===== src/rtl/sprite_table_writer.sv =====
// sprite_table_writer
//
// Producer side of the PPU sprite-table update interface. Game logic writes
// sprite records and viewport offsets into shadow registers through a
// valid/ready handshake. At the start of each vertical sync pulse, if anything
// was written since the last commit, the shadow contents are copied to the
// live outputs. `update` is then held high for UPDATE_CYCLES clocks so the
// PPU sees it on both an hsync and a vsync cycle.
//
// Ports:
//   clock, reset      system clock, synchronous active-high reset
//   vsync             vertical sync from vga_controller
//   wr_valid/ready    sprite record write handshake (wr_index, wr_x, wr_y,
//                     wr_char, wr_attr)
//   off_valid         viewport offset write (off_x, off_y, static_in); it
//                     shares wr_ready with the sprite write
//   update            commit strobe to the PPU
//   sprites, statics,
//   offset_x/offset_y live tables driven to the PPU
//   frame_done        one-cycle pulse when a commit window ends

module sprite_table_writer #(
  parameter logic VSYNC_ACTIVE  = 1'b0,
  parameter int   UPDATE_CYCLES = 1800,
  parameter int   OFF_MAX_X     = 1024,
  parameter int   OFF_MAX_Y     = 1024
) (
  input  logic        clock,
  input  logic        reset,
  input  logic        vsync,
  input  logic        wr_valid,
  output logic        wr_ready,
  input  logic        wr_index,
  input  logic [8:0]  wr_x,
  input  logic [8:0]  wr_y,
  input  logic [4:0]  wr_char,
  input  logic [1:0]  wr_attr,
  input  logic        off_valid,
  input  logic [11:0] off_x,
  input  logic [11:0] off_y,
  input  logic        static_in,
  output logic        update,
  output logic [57:0] sprites,
  output logic        statics,
  output logic [11:0] offset_x,
  output logic [11:0] offset_y,
  output logic        frame_done
);

  localparam int              CNT_W    = $clog2(UPDATE_CYCLES + 1);
  localparam logic [CNT_W-1:0] CNT_LOAD = CNT_W'(UPDATE_CYCLES - 1);
  localparam logic [11:0]     MAX_X    = 12'(OFF_MAX_X);
  localparam logic [11:0]     MAX_Y    = 12'(OFF_MAX_Y);

  typedef enum logic [1:0] {
    IDLE,
    COMMIT,
    HOLD,
    DONE
  } state_e;

  state_e            state_q, state_d;
  logic              vsync_q;
  logic [CNT_W-1:0]  cnt_q, cnt_d;
  logic              dirty_q, dirty_d;
  logic [27:0]       rec0_q, rec0_d;
  logic [27:0]       rec1_q, rec1_d;
  logic [11:0]       shOffX_q, shOffX_d;
  logic [11:0]       shOffY_q, shOffY_d;
  logic              shStatic_q, shStatic_d;
  logic [57:0]       sprites_q, sprites_d;
  logic              statics_q, statics_d;
  logic [11:0]       offX_q, offX_d;
  logic [11:0]       offY_q, offY_d;

  logic        vsStart;
  logic        spriteAcc;
  logic        offAcc;
  logic [27:0] newRec;

  assign vsStart   = (vsync == VSYNC_ACTIVE) && (vsync_q != VSYNC_ACTIVE);
  assign wr_ready  = (state_q == IDLE) || (state_q == DONE);
  assign update    = (state_q == HOLD);
  assign frame_done = (state_q == DONE);
  assign spriteAcc = wr_valid && wr_ready;
  assign offAcc    = off_valid && wr_ready;
  assign newRec    = {wr_x, wr_y, wr_attr, 3'b000, wr_char};

  assign sprites  = sprites_q;
  assign statics  = statics_q;
  assign offset_x = offX_q;
  assign offset_y = offY_q;

  // Next-state logic. The live registers are loaded on the edge that enters
  // COMMIT, so they are already stable for the whole COMMIT cycle and lead
  // `update` by exactly one clock. Shadow writes are evaluated after the FSM
  // so that a write accepted in the same cycle as vs_start keeps dirty set
  // and lands in the following frame.
  always_comb begin
    state_d    = state_q;
    cnt_d      = cnt_q;
    dirty_d    = dirty_q;
    rec0_d     = rec0_q;
    rec1_d     = rec1_q;
    shOffX_d   = shOffX_q;
    shOffY_d   = shOffY_q;
    shStatic_d = shStatic_q;
    sprites_d  = sprites_q;
    statics_d  = statics_q;
    offX_d     = offX_q;
    offY_d     = offY_q;

    unique case (state_q)
      IDLE: begin
        if (vsStart && dirty_q) begin
          state_d   = COMMIT;
          sprites_d = {rec0_q[25:0], 4'b0000, rec1_q};
          statics_d = shStatic_q;
          offX_d    = shOffX_q;
          offY_d    = shOffY_q;
          dirty_d   = 1'b0;
        end
      end
      COMMIT: begin
        cnt_d   = CNT_LOAD;
        state_d = HOLD;
      end
      HOLD: begin
        if (cnt_q == '0) begin
          state_d = DONE;
        end else begin
          cnt_d = cnt_q - 1'b1;
        end
      end
      DONE: begin
        state_d = IDLE;
      end
      default: begin
        state_d = IDLE;
      end
    endcase

    if (spriteAcc) begin
      if (wr_index) begin
        rec1_d = newRec;
      end else begin
        rec0_d = newRec;
      end
    end

    if (offAcc) begin
      shOffX_d   = (off_x > MAX_X) ? MAX_X : off_x;
      shOffY_d   = (off_y > MAX_Y) ? MAX_Y : off_y;
      shStatic_d = static_in;
    end

    if (spriteAcc || offAcc) begin
      dirty_d = 1'b1;
    end
  end

  // The edge register resets to the inactive level so a sync pulse already
  // in progress when reset releases is still detected as a fresh start.
  always_ff @(posedge clock) begin
    if (reset) begin
      state_q    <= IDLE;
      vsync_q    <= ~VSYNC_ACTIVE;
      cnt_q      <= '0;
      dirty_q    <= 1'b0;
      rec0_q     <= '0;
      rec1_q     <= '0;
      shOffX_q   <= '0;
      shOffY_q   <= '0;
      shStatic_q <= 1'b0;
      sprites_q  <= '0;
      statics_q  <= 1'b0;
      offX_q     <= '0;
      offY_q     <= '0;
    end else begin
      state_q    <= state_d;
      vsync_q    <= vsync;
      cnt_q      <= cnt_d;
      dirty_q    <= dirty_d;
      rec0_q     <= rec0_d;
      rec1_q     <= rec1_d;
      shOffX_q   <= shOffX_d;
      shOffY_q   <= shOffY_d;
      shStatic_q <= shStatic_d;
      sprites_q  <= sprites_d;
      statics_q  <= statics_d;
      offX_q     <= offX_d;
      offY_q     <= offY_d;
    end
  end

endmodule


===== config.mk =====
export PLATFORM = sky130hd
export DESIGN_NAME = sprite_table_writer
export DESIGN_NICKNAME = d
export VERILOG_FILES = /design/src/rtl/sprite_table_writer.sv
export SDC_FILE = /design/constraint.sdc
export NUM_CORES = 1
export LEC_CHECK = 0
export ABC_AREA = 1
export BUFFER_PORTS_ARGS = -buffer_cell sky130_fd_sc_hd__buf_4
export CAP_MARGIN = 10
export CORE_MARGIN = 2
export CORE_UTILIZATION = 52
export DETAILED_ROUTE_END_ITERATION = 7
export PLACE_DENSITY = 0.85
export SLEW_MARGIN = 30
export SYNTH_ARGS = -nofsm -noshare
export SYNTH_HDL_FRONTEND = slang
export SYNTH_SLANG_ARGS = --single-unit

===== constraint.sdc =====
create_clock -name clock -period 2.1 [get_ports clock]
set_input_delay 0.105 -clock clock [delete_from_list [all_inputs] [get_ports clock]]
set_output_delay 0.105 -clock clock [all_outputs]
set_load 0.02 [all_outputs]

---- After elaboration in Yosys (flattened, before gate mapping) ----
Index checks and enable logic that the tools add are counted.
storage, ports and cells
  bits in registers ....................... 161
  bits of input ports ..................... 56
  output and inout port bits .............. 86
  word-level logic and storage cells ...... 51
cells by class
  add/sub/neg operators ................... 1
  order comparisons ....................... 2
  equal/unequal tests ..................... 6
  mux-type cells .......................... 10
  bitwise operators ....................... 2
  reductions and logical operators ........ 17
operators with widths
  operator                                                                  number
  12-bit by 11-bit > comparator with 1-bit output (second input constant)   2
  12-bit two-way mux                                                        2
  11-bit case mux with 2 select lines                                       1
  2-bit AND reduction                                                       6
  11-bit zero test                                                          1
  11-bit two-way mux                                                        1
  11-bit by 1-bit subtractor with 11-bit output (second input constant)     1
  2-bit case mux with 4 select lines                                        1
  2-bit nonzero test                                                        3
  2-bit == test (second input constant)                                     2
  1-bit logical AND                                                         4
  2-bit two-way mux                                                         2
  2-bit by 1-bit inequality test with 1-bit output (second input constant)  2
  1-bit two-way mux                                                         3
  2-bit by 1-bit == test with 1-bit output (second input constant)          1
  2-bit zero test                                                           1
  1-bit logical OR                                                          2
  2-bit inequality test (second input constant)                             1
  1-bit inverter                                                            2

---- Logic depth before layout (Yosys ltp) ----
Gate-level depths: netlist of the first run.
  word-level depth ........................ 6
  depth in mapped cells ................... 10
  depth with buffers taken out ............ 9

---- Least setup slack after synthesis of the first run ----
Ideal clock, no wire load.
  path kind ............................... reg-to-reg
  from .................................... reg state_q[0]
  to ...................................... reg cnt_q[9]
  library setup time ...................... 0.070 ns
  arrival ................................. 1.613 ns
  required time ........................... 2.030 ns
  path slack .............................. 0.416 ns
  cell stages (with the launch flop) ...... 10
  buffers on the path ..................... 2
  period minus slack after synthesis ...... 1.684 ns
  cell sequence ........................... dfxtp_1 inv_1 ha_1 buf_2 inv_1 nand2_1 nand2_1 buf_2 nand2_1 a21oi_1
on the way
  longest elaborated chain between the ends .. 3
  elaborated cells on any way between the ends .. 6
  classes of those cells .................. eq/ne: 3; mux: 1; reduce/logical: 2
RTL lines
  item                                                                          line  source
  start, declared                                                               62    state_e state_q, state_d;
  start signal, assigned                                                        180   state_q <= state_d;
  2-bit == test (*)                                                             --
  named net update                                                              42    output logic update,
  2-bit inequality test (no line) / 2-bit nonzero test (equally long branches)  --
  2-bit AND reduction (no line)                                                 --
  end signal, assigned                                                          182   cnt_q <= cnt_d;
  end, declared                                                                 64    logic [CNT_W-1:0] cnt_q, cnt_d;
The timed path passes the listed nets; every way through them passes the cells marked *.
A chain may end at the register's enable or synchronous reset.

---- Worst setup path in the final report of the first run ----
  from .................................... reg state_q[0]
  to ...................................... reg rec1_q[17]
on the way
  longest elaborated chain between the ends .. 4
  elaborated cells on any way between the ends .. 5
  classes of those cells .................. eq/ne: 1; reduce/logical: 4
RTL lines
  item                                                     line  source
  2-bit == test / 2-bit zero test (equally long branches)  82    assign wr_ready = (state_q == IDLE) || (state_q == DONE);
  1-bit logical OR (*)                                     82
  1-bit logical AND (*)                                    85    assign spriteAcc = wr_valid && wr_ready;
  2-bit AND reduction (no line) (*)                        --
  end signal, assigned                                     185   rec1_q <= rec1_d;
  end, declared                                            67    logic [27:0] rec1_q, rec1_d;
Every way passes the cells marked *; elsewhere a longest branch is shown, timed or not.

==> flow_summary_export.csv, run 1 <==
group,metric,value,unit
run_status,status,"finished, final reports clean",
floorplanning,dieArea,12900,um2
sta,max-slew-margin-rel,37.4,%
clock_tree,h-tree-depth,4,
hold_path,worstHoldEndpoint,"shOffX_q[6]",
floorplanning,die-width,114,um
sta,rsz0062_at_grt,"no",
hold_path,hold_depth,3,
hold_path,min_path_type,"primary input to flip-flop",
floorplanning,core-area,11900,um2
critical_path,startpoint_type,"flip-flop",
critical_path,cp.required,2.42,ns
critical_path,worst-path-max-fanout,34,
critical_path,critPathArrivalTime,2.13,ns
synth,avgSynthCellArea,7.68,um2
power,p_per_area,1120,nW/um2
global_route,use_met2,44.6,%
critical_path,regToRegStartpoint,"state_q[0]",
synth,ys_ff_latch,161,
synth,synth.distinct_cells,25,
synth,synth.top_cells.by_count,"161 x dfxtp_1, 154 x a21oi_1, 134 x nand2_1",
global_route,grtUsageMet1,32.9,%
final_layout,diodes,0,
synth,async_flop_share,0,%
global_route,use_met3,6.48,%
routing,detail_route.first_pass.iterations,5,
global_route,grt_pass1_vias,5666,
sta,max_freq,550,MHz
routing,routed_wl,17100,um
global_route,antenna_found_initial,0,
clock_tree,cts_buffer_depth,2,
placement,routabilityCongestion,0.875,
sta,tightest_slew,0.940,ns
synth,netlist_area,6250,um2
floorplanning,core.rowCount,40,
sta,hold_viol,0,
clock_tree,cts_setup_buffers,0,
critical_path,worstRegToRegCells,7,
placement,portBuffers,131,
synth,seq_area_frac_synth,51.6,%
clock_tree,clk_pin_slew,0.06,ns
global_route,grt_max_degree,87,
placement,pre_cts_ws,0.341,ns
sta,setup_viol,0,
synth,syn_inst,813,
sta,fin_setup_tns,0,ns
final_layout,final_core_util,70.5,%
clock_tree,cts-root-buf,"clkbuf_16",
sta,clock-skew-final,0.0117,ns
clock_tree,clock_latency,0.43,ns
synth,yosysMostFrequentCell,"dfxtp_1",
global_route,grt_use_total,26.7,%
critical_path,end_kind,"flip-flop",
global_route,grt_pass1_wl,27500,um
critical_path,reg2reg_to,"rec1_q[17]",
synth,synthTopCellsByArea,"dfxtp_1 52%, a21oi_1 12%, nand2_1 8.1%",
final_layout,syn_to_final_growth,33.8,%
synth,netlist.area_leader.share,51.6,%
routing,drc,0,
clock_tree,cts_tree,"done",
sta,fin_crit,1.82,ns
critical_path,crit_type,"flip-flop to flip-flop",
power,leakage,0.00338,uW
routing,vias,6084,
clock_tree,numCtsBuffers,17,
clock_tree,numClockSinks,161,
placement,place_hpwl,9760,um
routing,drt-initial-drc-count,379,
synth,synth_edf_count,0,
routing,ant_nets,0,
synth,ys.flop_type,"dfxtp_1",
power,worst_ir_drop_vdd,640,uV
synth,ys.warnings.count,0,
sta,maxSlewViolCount,0,
floorplanning,initial_core_util,52.7,%
floorplanning,chipHeight,114,um
critical_path,r2r_setup_slack,0.28,ns
synth,synth_top_cell_by_area,"dfxtp_1",
final_layout,drive_gt1_share,19.4,%
sta,timing.final.ws_setup,0.282,ns
global_route,top_usage_layer,"met2",
floorplanning,io_pins,142,
global_route,overflow,0,
flow_run,cap_viol_max_count,0,
sta,post-route-period-util,86.6,%
final_layout,fin_nets,1025,
routing,viasPerCell,5.41,
routing,routedWlPerCell,15.2,um
hold_path,min_from,"off_x[6]",
[sequential cells by signal (all words and copies together), names as in the netlist]
name and flops:
sprites 48, rec1_q 25, rec0_q 23, offset_x 12
offset_y 12, shOffX_q 12, shOffY_q 12, cnt_q 11
state_q 2, dirty_q 1, shStatic_q 1, statics 1
vsync_q 1
[area by class of cell]
type	count	area, um2
tap	147	184
fill	924	3500
inverter	68	255
sequential	161	3220
clock buffer	19	443
timing repair buffer	191	1610
multi-input combinational	525	2480
clock inverter	13	158
[cell usage in the layout, fill, tap and decap left out]
cell	instances
nand4_1	3
dlygate4sd3_1	46
ha_1	4
clkbuf_16	17
nor2_1	36
nor2_2	2
a21oi_1	154
clkinv_2	4
inv_6	2
nand3_2	2
ha_2	1
clkbuf_8	1
nand2_2	3
o21ai_1	68
nor3_1	3
clkinvlp_4	4
dfxtp_1	161
nand2_1	133
clkbuf_1	1
inv_1	64
or2_2	1
nand3b_1	1
nand3_1	93
inv_2	4
or3_1	1
buf_12	5
o21ai_0	7
o21bai_2	1
bufinv_16	3
xor2_1	2
conb_1	10
buf_4	140
[through the flow]
| step | cells | total power, uW | hold slack, ns | instance area, um2 |
|---|---|---|---|---|
| after floorplan | 822 | 5400 | 0.202 | 6280 |
| after detailed placement | 1046 | 6120 | 0.309 | 7300 |
| after global placement | 1046 | 6070 | 0.302 | 7300 |
| after global routing | 1124 | 9800 | 0.0140 | 8360 |
| final | 1124 | 9340 | 0.00507 | 8360 |
| after CTS | 1124 | 9310 | 0.00268 | 8360 |
[logic make-up (layout without fill, tap and decap cells)]
logic type      Yosys count  after routing  synth area share, %
simple gates            278            278                 19.2
flops                   161            161                 51.6
compound gates          230            230                 18.5
xor+xnor                  2              2                0.280
other cells               1             10               0.0600
fa+ha+maj                 5              5                 1.00
buf+inv                 136            291                 9.35
[what timing repair did]
action / CTS / global route
gates resized for setup: 0 / 0
hold buffers: 46 / 0
endpoints found under the hold margin: 67 / 0
[worst max-delay path: stages (launching register included)]
cell	delay, ns
dfxtp_1	0.37
inv_1	0.09
ha_2	0.30
inv_2	0.09
nand3_2	0.32
buf_12	0.31
o21ai_1	0.16
a21oi_1	0.06
[layer usage]
layer / wire length (um) / vias to the layer above
li1: - / 2982
met3: 1050 / 42
met5: 0 / -
met2: 8350 / 248
met1: 7240 / 2812
met4: 416 / 0
[worst max-delay path by stage]
stage | start | to | slack [ns] | cells past startpoint
finish | state_q[0] | rec1_q[17] | 0.28 | 7
global route | cnt_q[0] | cnt_q[4] | 0.14 | 9
CTS | state_q[0] | rec1_q[17] | 0.29 | 7
detailed placement | state_q[0] | rec1_q[18] | 0.34 | 7
global placement | state_q[0] | cnt_q[10] | 0.38 | 7
floorplan | state_q[0] | cnt_q[9] | 0.42 | 9
[power breakdown]
part | switching (uW) | internal [uW] | total [uW] | leakage [uW]
sequential | 274 | 3490 | 3760 | 0.00131
clock | 1240 | 1900 | 3140 | 0.000286
combinational | 1570 | 868 | 2440 | 0.00178
total | 3080 | 6260 | 9340 | 0.00338
(Power assumes the default switching activity.)
==> run 2, diff against run 1 <==
==> constraint.sdc (replaced) <==
create_clock -name clock -period 1.7 [get_ports clock]
set_input_delay 0.255 -clock clock [delete_from_list [all_inputs] [get_ports clock]]
set_output_delay 0.255 -clock clock [all_outputs]
set_load 0.02 [all_outputs]
==> run 2 against run 1 <==
Effect of this change:
- die area unchanged
- non-clock buffer count shrank 38
- cell count decreased by 3.5%
- final area is 3.5% lower
- clock skew down 0.0040 ns
- clock power increased by 35%
- wire length down 8.9%
- largest power group unchanged
- largest cell class unchanged
- power rose by 28%
- clock-buffer cell count down 2
- combinational power up 24%
- sequential power grew 23%
==> flow_summary_export.csv, run 2 (synthesis gave the netlist of run 1 again) <==
group,metric,value,unit
global_route,use_met2,39.2,%
critical_path,crit_start,"state_q[1]",
global_route,grt_use_total,24.4,%
critical_path,worst-path-max-fanout,5,
clock_tree,clk_pin_slew,0.06,ns
clock_tree,numClockSinks,161,
final_layout,num-fill-cells,975,
critical_path,critical-path-top-delay-family,"flip-flops",
clock_tree,cts_tree,"done",
global_route,grt_pass1_wl,25300,um
critical_path,slowest_stage,"dfxtp_4",
critical_path,cp_num_buf_inv,3,
routing,drt-initial-drc-count,355,
critical_path,crit_type,"flip-flop to primary output",
floorplanning,initial_core_util,52.7,%
clock_tree,numCtsBuffers,17,
routing,detail_route.first_pass.iterations,5,
critical_path,cp.required,1.44,ns
global_route,grt_max_degree,87,
floorplanning,core.rowCount,40,
routing,viasPerCell,5.37,
sta,clock-skew-final,0.00773,ns
hold_path,min_path_type,"primary input to flip-flop",
sta,hold_viol,0,
sta,setup_viol,0,
clock_tree,cts_setup_buffers,0,
final_layout,stdcell_count,1085,
global_route,grt_pass1_vias,5291,
hold_path,hold_depth,3,
critical_path,critPathArrivalTime,1.38,ns
floorplanning,core-area,11900,um2
global_route,use_met3,6.27,%
global_route,overflow,0,
floorplanning,die-width,114,um
clock_tree,cts-root-buf,"clkbuf_16",
floorplanning,io_pins,142,
final_layout,fin_nets,987,
critical_path,cp_num_cells,4,
clock_tree,clock_latency,0.42,ns
placement,place_hpwl,10200,um
sta,fin_crit,1.64,ns
flow_run,cap_viol_max_count,0,
final_layout,syn_to_final_growth,29.2,%
power,p_per_area,1480,nW/um2
floorplanning,chipHeight,114,um
placement,dp_cells,1054,
critical_path,regToRegStartpoint,"cnt_q[0]",
final_layout,final_common_cell,"dfxtp_1",
power,leakage,0.00327,uW
critical_path,worstRegToRegCells,10,
critical_path,startpoint_type,"flip-flop",
global_route,top_usage_layer,"met2",
critical_path,end_kind,"primary output",
clock_tree,cts_buffer_depth,2,
global_route,antenna_found_initial,0,
run_status,status,"finished, final reports clean",
final_layout,final_core_util,68.0,%
final_layout,largest_register_ffs,48,
floorplanning,dieArea,12900,um2
routing,vias,5827,
global_route,grtUsageMet1,31.0,%
final_layout,layout_common_cells,"159 x dfxtp_1, 154 x a21oi_1, 145 x buf_4, 132 x nand2_1, 93 x nand3_1",
final_layout,multiInputGateArea,2490,um2
power,worst_ir_drop_vdd,902,uV
routing,routed_wl,15500,um
critical_path,worstPathCellList,"inv_1 > ha_2 > inv_2 > buf_4",
placement,routabilityCongestion,0.936,
clock_tree,h-tree-depth,4,
sta,post-route-period-util,96.2,%
routing,ant_nets,0,
critical_path,critPathMaxStageDelay,0.36,ns
sta,max_freq,612,MHz
final_layout,register_area,3230,um2
routing,drc,0,
placement,portBuffers,131,
hold_path,min_from,"vsync",
routing,routedWlPerCell,14.3,um
final_layout,drive_gt1_share,21.7,%
sta,maxSlewViolCount,0,
final_layout,diodes,0,
==> run 2: routing by layer <==
metal | share of wire (%) | up-vias
met5 | 0 | -
met4 | 3.0 | 0
met3 | 6.5 | 31
met2 | 48 | 211
met1 | 42 | 2688
li1 | - | 2897
==> run 2: metrics by stage <==
step	total power [uW]	setup TNS [ns]	setup slack, ns	hold WS [ns]	instance area, um2
after CTS	12000	0	0.0310	0.0282	8060
after global routing	12500	-0.00606	-0.00606	0.0402	8070
after floorplan	6670	0	0.0162	0.352	6280
after global placement	7610	0	0.117	0.432	7390
after detailed placement	7690	0	0.0544	0.437	7390
final	11900	0	0.0648	0.0419	8070
==> run 2: final timing paths <==
path / to / slack [ns]
setup reg to reg: state_q[1] / 0.14
hold / removal: vsync_q / 0.04
setup / recovery: wr_ready / 0.06
hold reg to reg: rec0_q[2] / 0.45
==> run 2: report_power, final <==
part / switching, uW / internal (uW)
clock network: 1510 / 2740
registers: 321 / 4320
logic: 1910 / 1120
total: 3740 / 8180
==> run 2: repair_timing <==
item | CTS | global route
gates resized for setup | 3 | 4
pin swaps | 0 | 0
hold buffers | 0 | 0
endpoints found under the setup margin | 2 | 14
endpoints found under the hold margin | 0 | 0
==> run 2: worst register-to-register path, stage by stage, from the launching register on <==
cell	delay, ns
dfxtp_1	0.34
inv_2	0.09
ha_1	0.19
nand2_2	0.09
nor2_2	0.14
nand3_2	0.10
nand2_2	0.09
buf_4	0.19
nand2_1	0.09
nand2_1	0.06
a21oi_1	0.06
==> run 2: area by class of cell <==
class / instances / share of cell area [%]
sequential: 161 / 40.0
multi-input combinational: 525 / 30.8
timing repair buffer: 153 / 15.5
clock buffer: 17 / 5.27
inverter: 68 / 3.16
clock inverter: 14 / 2.96
tap: 147 / 2.28
